File: src/rtl/key_debounce_multi.sv
// N-channel push-button conditioner: two-flop synchroniser, per-key debounce,
// press/release strobes, long-press detection and optional auto-repeat.
module key_debounce_multi #(
  parameter int N_KEYS       = 3,
  parameter int DEBOUNCE_CYC = 1_000_000,
  parameter int LONG_CYC     = 50_000_000,
  parameter int REPEAT_CYC   = 10_000_000,
  parameter bit REPEAT_EN    = 1'b1,
  parameter bit ACTIVE_LOW   = 1'b1
) (
  input  logic              clk,
  input  logic              rst,
  input  logic [N_KEYS-1:0] key,
  output logic [N_KEYS-1:0] key_level,
  output logic [N_KEYS-1:0] key_press,
  output logic [N_KEYS-1:0] key_release,
  output logic [N_KEYS-1:0] long_press,
  output logic [N_KEYS-1:0] key_repeat
);

  localparam int DW = (DEBOUNCE_CYC > 1) ? $clog2(DEBOUNCE_CYC) : 1;
  localparam int HW = (LONG_CYC > 1) ? $clog2(LONG_CYC) : 1;
  localparam int RW = (REPEAT_CYC > 1) ? $clog2(REPEAT_CYC) : 1;

  localparam logic [DW-1:0] DB_LAST   = DW'(DEBOUNCE_CYC - 1);
  localparam logic [HW-1:0] HOLD_LAST = HW'(LONG_CYC - 1);
  localparam logic [HW-1:0] HOLD_PRE  = HW'(LONG_CYC - 2);
  localparam logic [RW-1:0] REP_LAST  = RW'(REPEAT_CYC - 1);
  localparam logic [N_KEYS-1:0] IDLE_PINS = {N_KEYS{ACTIVE_LOW}};

  logic [N_KEYS-1:0] sync1_r;
  logic [N_KEYS-1:0] sync2_r;
  logic [N_KEYS-1:0] pressed_s;

  // Two-flop synchroniser, preset to the released pin level so reset exit is silent
  always_ff @(posedge clk) begin
    if (rst) begin
      sync1_r <= IDLE_PINS;
      sync2_r <= IDLE_PINS;
    end else begin
      sync1_r <= key;
      sync2_r <= sync1_r;
    end
  end

  assign pressed_s = sync2_r ^ IDLE_PINS;

  for (genvar g = 0; g < N_KEYS; g++) begin : gen_ch
    logic [DW-1:0] db_cnt_r;
    logic [HW-1:0] hold_cnt_r;
    logic [RW-1:0] rep_cnt_r;
    logic          level_r;
    logic          press_r;
    logic          release_r;
    logic          long_r;
    logic          repeat_r;
    logic          change_s;
    logic          accept_s;

    assign change_s = (pressed_s[g] != level_r);
    assign accept_s = change_s && (db_cnt_r == DB_LAST);

    // Debounce, hold timer and strobe generation for one key
    always_ff @(posedge clk) begin
      if (rst) begin
        db_cnt_r   <= {DW{1'b0}};
        hold_cnt_r <= {HW{1'b0}};
        rep_cnt_r  <= {RW{1'b0}};
        level_r    <= 1'b0;
        press_r    <= 1'b0;
        release_r  <= 1'b0;
        long_r     <= 1'b0;
        repeat_r   <= 1'b0;
      end else begin
        press_r   <= 1'b0;
        release_r <= 1'b0;
        long_r    <= 1'b0;
        repeat_r  <= 1'b0;

        if (!change_s) begin
          db_cnt_r <= {DW{1'b0}};
        end else if (accept_s) begin
          db_cnt_r  <= {DW{1'b0}};
          level_r   <= pressed_s[g];
          press_r   <= pressed_s[g];
          release_r <= ~pressed_s[g];
        end else begin
          db_cnt_r <= db_cnt_r + DW'(1'b1);
        end

        // A level change (press or release) restarts the hold timer and
        // pre-empts any long/repeat strobe due on the same edge.
        if (accept_s || !level_r) begin
          hold_cnt_r <= {HW{1'b0}};
          rep_cnt_r  <= {RW{1'b0}};
        end else if (hold_cnt_r != HOLD_LAST) begin
          hold_cnt_r <= hold_cnt_r + HW'(1'b1);
          long_r     <= (hold_cnt_r == HOLD_PRE);
          rep_cnt_r  <= {RW{1'b0}};
        end else if (REPEAT_EN) begin
          if (rep_cnt_r == REP_LAST) begin
            rep_cnt_r <= {RW{1'b0}};
            repeat_r  <= 1'b1;
          end else begin
            rep_cnt_r <= rep_cnt_r + RW'(1'b1);
          end
        end else begin
          rep_cnt_r <= {RW{1'b0}};
        end
      end
    end

    assign key_level[g]   = level_r;
    assign key_press[g]   = press_r;
    assign key_release[g] = release_r;
    assign long_press[g]  = long_r;
    assign key_repeat[g]  = repeat_r;
  end

endmodule

File: config.mk
export PLATFORM = sky130hd
export DESIGN_NAME = key_debounce_multi
export DESIGN_NICKNAME = d
export VERILOG_FILES = /design/src/rtl/key_debounce_multi.sv
export SDC_FILE = /design/constraint.sdc
export NUM_CORES = 1
export LEC_CHECK = 0
export BUFFER_PORTS_ARGS = -buffer_cell sky130_fd_sc_hd__buf_4
export CAP_MARGIN = 40
export CELL_PAD_IN_SITES_DETAIL_PLACEMENT = 2
export CELL_PAD_IN_SITES_GLOBAL_PLACEMENT = 2
export CORE_UTILIZATION = 36
export CTS_BUF_LIST = sky130_fd_sc_hd__clkbuf_16
export DETAILED_ROUTE_END_ITERATION = 8
export GPL_TIMING_DRIVEN = 0
export PLACE_DENSITY_LB_ADDON = 0.1
export SLEW_MARGIN = 5
export SYNTH_ARGS = -nofsm -noshare
export SYNTH_HDL_FRONTEND = slang
export SYNTH_SLANG_ARGS = --single-unit
File: constraint.sdc
create_clock -name clk -period 2.2 [get_ports clk]
set_clock_uncertainty 0.15 [all_clocks]
set_input_delay 0.11 -clock clk [delete_from_list [all_inputs] [get_ports clk]]
set_output_delay 0.11 -clock clk [all_outputs]
set_load 0.02 [all_outputs]
==> summary.md <==
| Metric | Value |
|---|---|
| Run status | completed |
| Layout cells sized above 1 | 0.1977 |
| Post-Route WL | 27.30 mm |
| Fin. max-slew vios | 0 |
| Iteration-0 DRC count of the detailed router | 231 |
| Synth warn | 0 |
| Num CTS Buffers | 28 |
| Initial antenna violation count | 0 |
| Site Rows | 61 |
| Initial Utilization | 0.3674 |
| Drt wl/cell | 16.47 um |
| Layout area overhead | 23.25% |
| H-tree levels | 1 |
| CP Max Fanout | 7 |
| Via/cell ratio | 5.134 |
| Post-synth EDFFs | 0 |
| WS Path Type | flop to flop |
| CTS max path bufs | 3 |
| Clock power frac | 0.524 |
| CP Capture Type | flop |
| Yosys cell types | 49 |
| #FFs+latches synth | 231 |
| Syn nets | 1187 |
| Drt drc | 0 |
| FF/Latch Area | 4677 um^2 |
| Die Wd | 170.8 um |
| Placer's final routability congestion estimate | 0.7474 |
| Total of max-cap violations | 0 |
| Grt total ovfl | 0 |
| Boundary pin count | 20 |
| Fmax | 464.5 MHz |
| Largest net degree at the start of global routing | 20 |
| First-pass iteration count of the detailed router | 5 |
| WP data arrival | 2.43 ns |
| Crit share post-route | 0.9785 |
| Via count of the first global-routing pass | 8958 |
| Core ar. | 27930 um^2 |
| Fin nets | 1275 |
| Clock transition at the registers of the reported paths | 0.06 ns |
| Sw Share | 0.2092 |
| Post-synth top area cell | dfxtp_1 |
| Sequential share of power | 0.471 |
| Setup repair after global routing missed its margin | true |
| Crit path time final | 2.153 ns |
| Avg Synthesized Cell Area | 8.771 um^2 |
| GRT Total Usage | 0.1872 |
| Diodes inserted | 0 |
| First-pass GRT wire length | 44.97 mm |
| Die Ht | 170.8 um |
| Setup crit start kind | flop |
| Mapped Area | 10260 um^2 |
| Final hold vios | 0 |
| Worst-case hold slack | 0.1495 ns |
| Seq/Total Area, Yosys | 0.4506 |
| Measured slew at the worst slew-check pin | 0.6517 ns |
| Clk Latency, worst-skew pair | 0.54 ns |
| Total placed instance area | 10890 um^2 |
| Number of fill cells | 3070 |
| Die area | 29190 um^2 |
| Int Pwr | 7029 uW |
| Maximum vdd ir drop | 562.0 uV |
| Comb pwr share | 0.005 |
| Antenna-violating nets left | 0 |
| Top-count cell post-synth | nor2_1 |
| Pwr dens | 702.7 nW/um^2 |
| Critical path's largest stage delay | 0.58 ns |
| Worst min path class | input port to flop |
| Multi-input gate area | 5678 um^2 |
| CTS tree | done |
| Yosys top cell area share | 0.4506 |
| Pleak | 0.004067 uW |
| Syn Inst Count | 1170 |
| Relative slew slack | 0.5656 |
| Root buf cell | clkbuf_16 |
| I/O Buffers | 18 |
| Worst-path cell chain | ha_4 -> and4_4 -> nand2_2 -> or4_4 -> nand4_1 -> buf_4 -> buf_6 -> nor2_1 |
| Detailed-route via count | 8513 |
| # setup viols final | 0 |
| Share of flip-flops with an asynchronous set or reset | 0 |
| Synth top cells by count | nor2_1, dfxtp_1, xor2_1, xnor2_1, nand3_1 |
| Slowest CP cell | or4_4 |
| Fin util | 0.4528 |
| Ranking of synthesized cells by area | dfxtp_1, nor2_1, xor2_1 |
| Dominant synthesized flop cell | dfxtp_1 |
| Design area | 12650 um^2 |
| DP HPWL | 17.59 mm |
| CP required | 2.48 ns |
| Clk sinks | 231 |
| Sw Pwr | 1859 uW |
==> state kept, by name, summed over array words and instances, names as in the netlist <==
name / count
gen_ch.hold_cnt_r: 78
gen_ch.rep_cnt_r: 72
gen_ch.db_cnt_r: 60
gen_ch.level_r: 3
gen_ch.long_r: 3
gen_ch.press_r: 3
gen_ch.release_r: 3
gen_ch.repeat_r: 3
sync1_r: 3
sync2_r: 3
==> metal layers <==
layer	up-vias	track usage	routed length (um)
met5	-	0	0
met4	0	0.04309	474
met3	35	0.02429	593
met2	56	0.3382	13740
met1	4255	0.2349	12490
li1	4167	-	-
==> power by group through the flow <==
stage	clock network, uW	logic, uW	registers [uW]
after global placement	0	36.2	4290
final	4660	44.9	4190
after floorplan	0	19.7	4290
after detailed placement	0	36.4	4290
after CTS	4820	46.1	4190
after global routing	4960	49.9	4190
==> stage by stage <==
stage | worst slack (ns) | total power (uW) | setup TNS [ns] | instances
2_1_floorplan | 0.01120 | 4305 | 0 | 1170
3_3_place_gp | -0.4622 | 4323 | -44.98 | 1566
3_5_place_dp | -0.4943 | 4324 | -50.28 | 1569
4_1_cts | -0.01318 | 9057 | -0.01318 | 1644
5_1_grt | -0.06213 | 9199 | -0.9601 | 1658
6_report | 0.04733 | 8888 | 0 | 1658
==> area by class of cell <==
cell class	instances	share of cell area
Buffer	38	0.02503
Timing Repair Buffer	64	0.03996
Inverter	20	0.005935
Clock buffer	29	0.05737
Sequential cell	231	0.3698
Tap cell	378	0.03739
Clock inverter	23	0.01563
Multi-Input combinational cell	875	0.4489
==> cells by family (layout without fill, tap and decap cells) <==
| logic type | after synthesis | count (layout) | synth area share |
|---|---|---|---|
| adder cells (fa/ha/maj) | 12 | 12 | 0.01463 |
| AO/OA/AOI/OAI | 28 | 28 | 0.01634 |
| XOR/XNOR | 181 | 181 | 0.1545 |
| AND/OR/NAND/NOR | 654 | 654 | 0.3300 |
| buffers and inverters | 64 | 174 | 0.03389 |
| flip-flops | 231 | 231 | 0.4506 |
==> worst max-delay path, delay by kind of cell, from the launching register on <==
kind	cells	cell delay, ns
adder cells (fa/ha/maj)	1	0.13
buffers and inverters	2	0.28
flip-flops	1	0.36
AND/OR/NAND/NOR	5	1.12
==> worst paths after layout <==
kind,start,endpoint,slack (ns),depth (start not counted)
setup / recovery,gen_ch[1].db_cnt_r[1],gen_ch[1].rep_cnt_r[5],0.05,8
setup reg to reg,gen_ch[1].db_cnt_r[1],gen_ch[1].rep_cnt_r[5],0.05,8
hold reg to reg,sync1_r[1],sync2_r[1],0.26,1
hold / removal,key[0],sync1_r[0],0.15,3
==> cell usage in the layout, fill, tap and decap left out, types with 4 or more instances in the layout <==
cell type,count
bufinv_16,4
nor3_1,38
nor2_2,17
nand3_1,80
or4_1,7
nor4b_2,4
or3_1,4
a21oi_1,11
dfxtp_1,203
nor4_4,6
nand4_1,56
dfxtp_2,21
inv_1,23
nor3b_1,8
nor4_2,7
buf_4,72
or4_4,4
xnor2_1,89
buf_6,9
dfxtp_4,7
and2_1,5
clkinv_1,11
nand2_1,74
o21ai_0,5
buf_2,5
clkinv_2,5
or2_2,10
and3_1,29
xor2_1,92
nor2_1,219
o31ai_1,7
nor4_1,12
clkbuf_16,30
and4_1,19
nor2_4,16
ha_1,6
==> timing repair <==
item,4_1_cts,5_1_grt
endpoints found under the setup margin,202,142
setup buffers,20,16
cloned,3,1
hold buffers,3,0
resized for setup,64,80
pin swaps,14,30
hold endpoints to repair,3,0
Note: power is estimated with default switching activity, not from simulation.
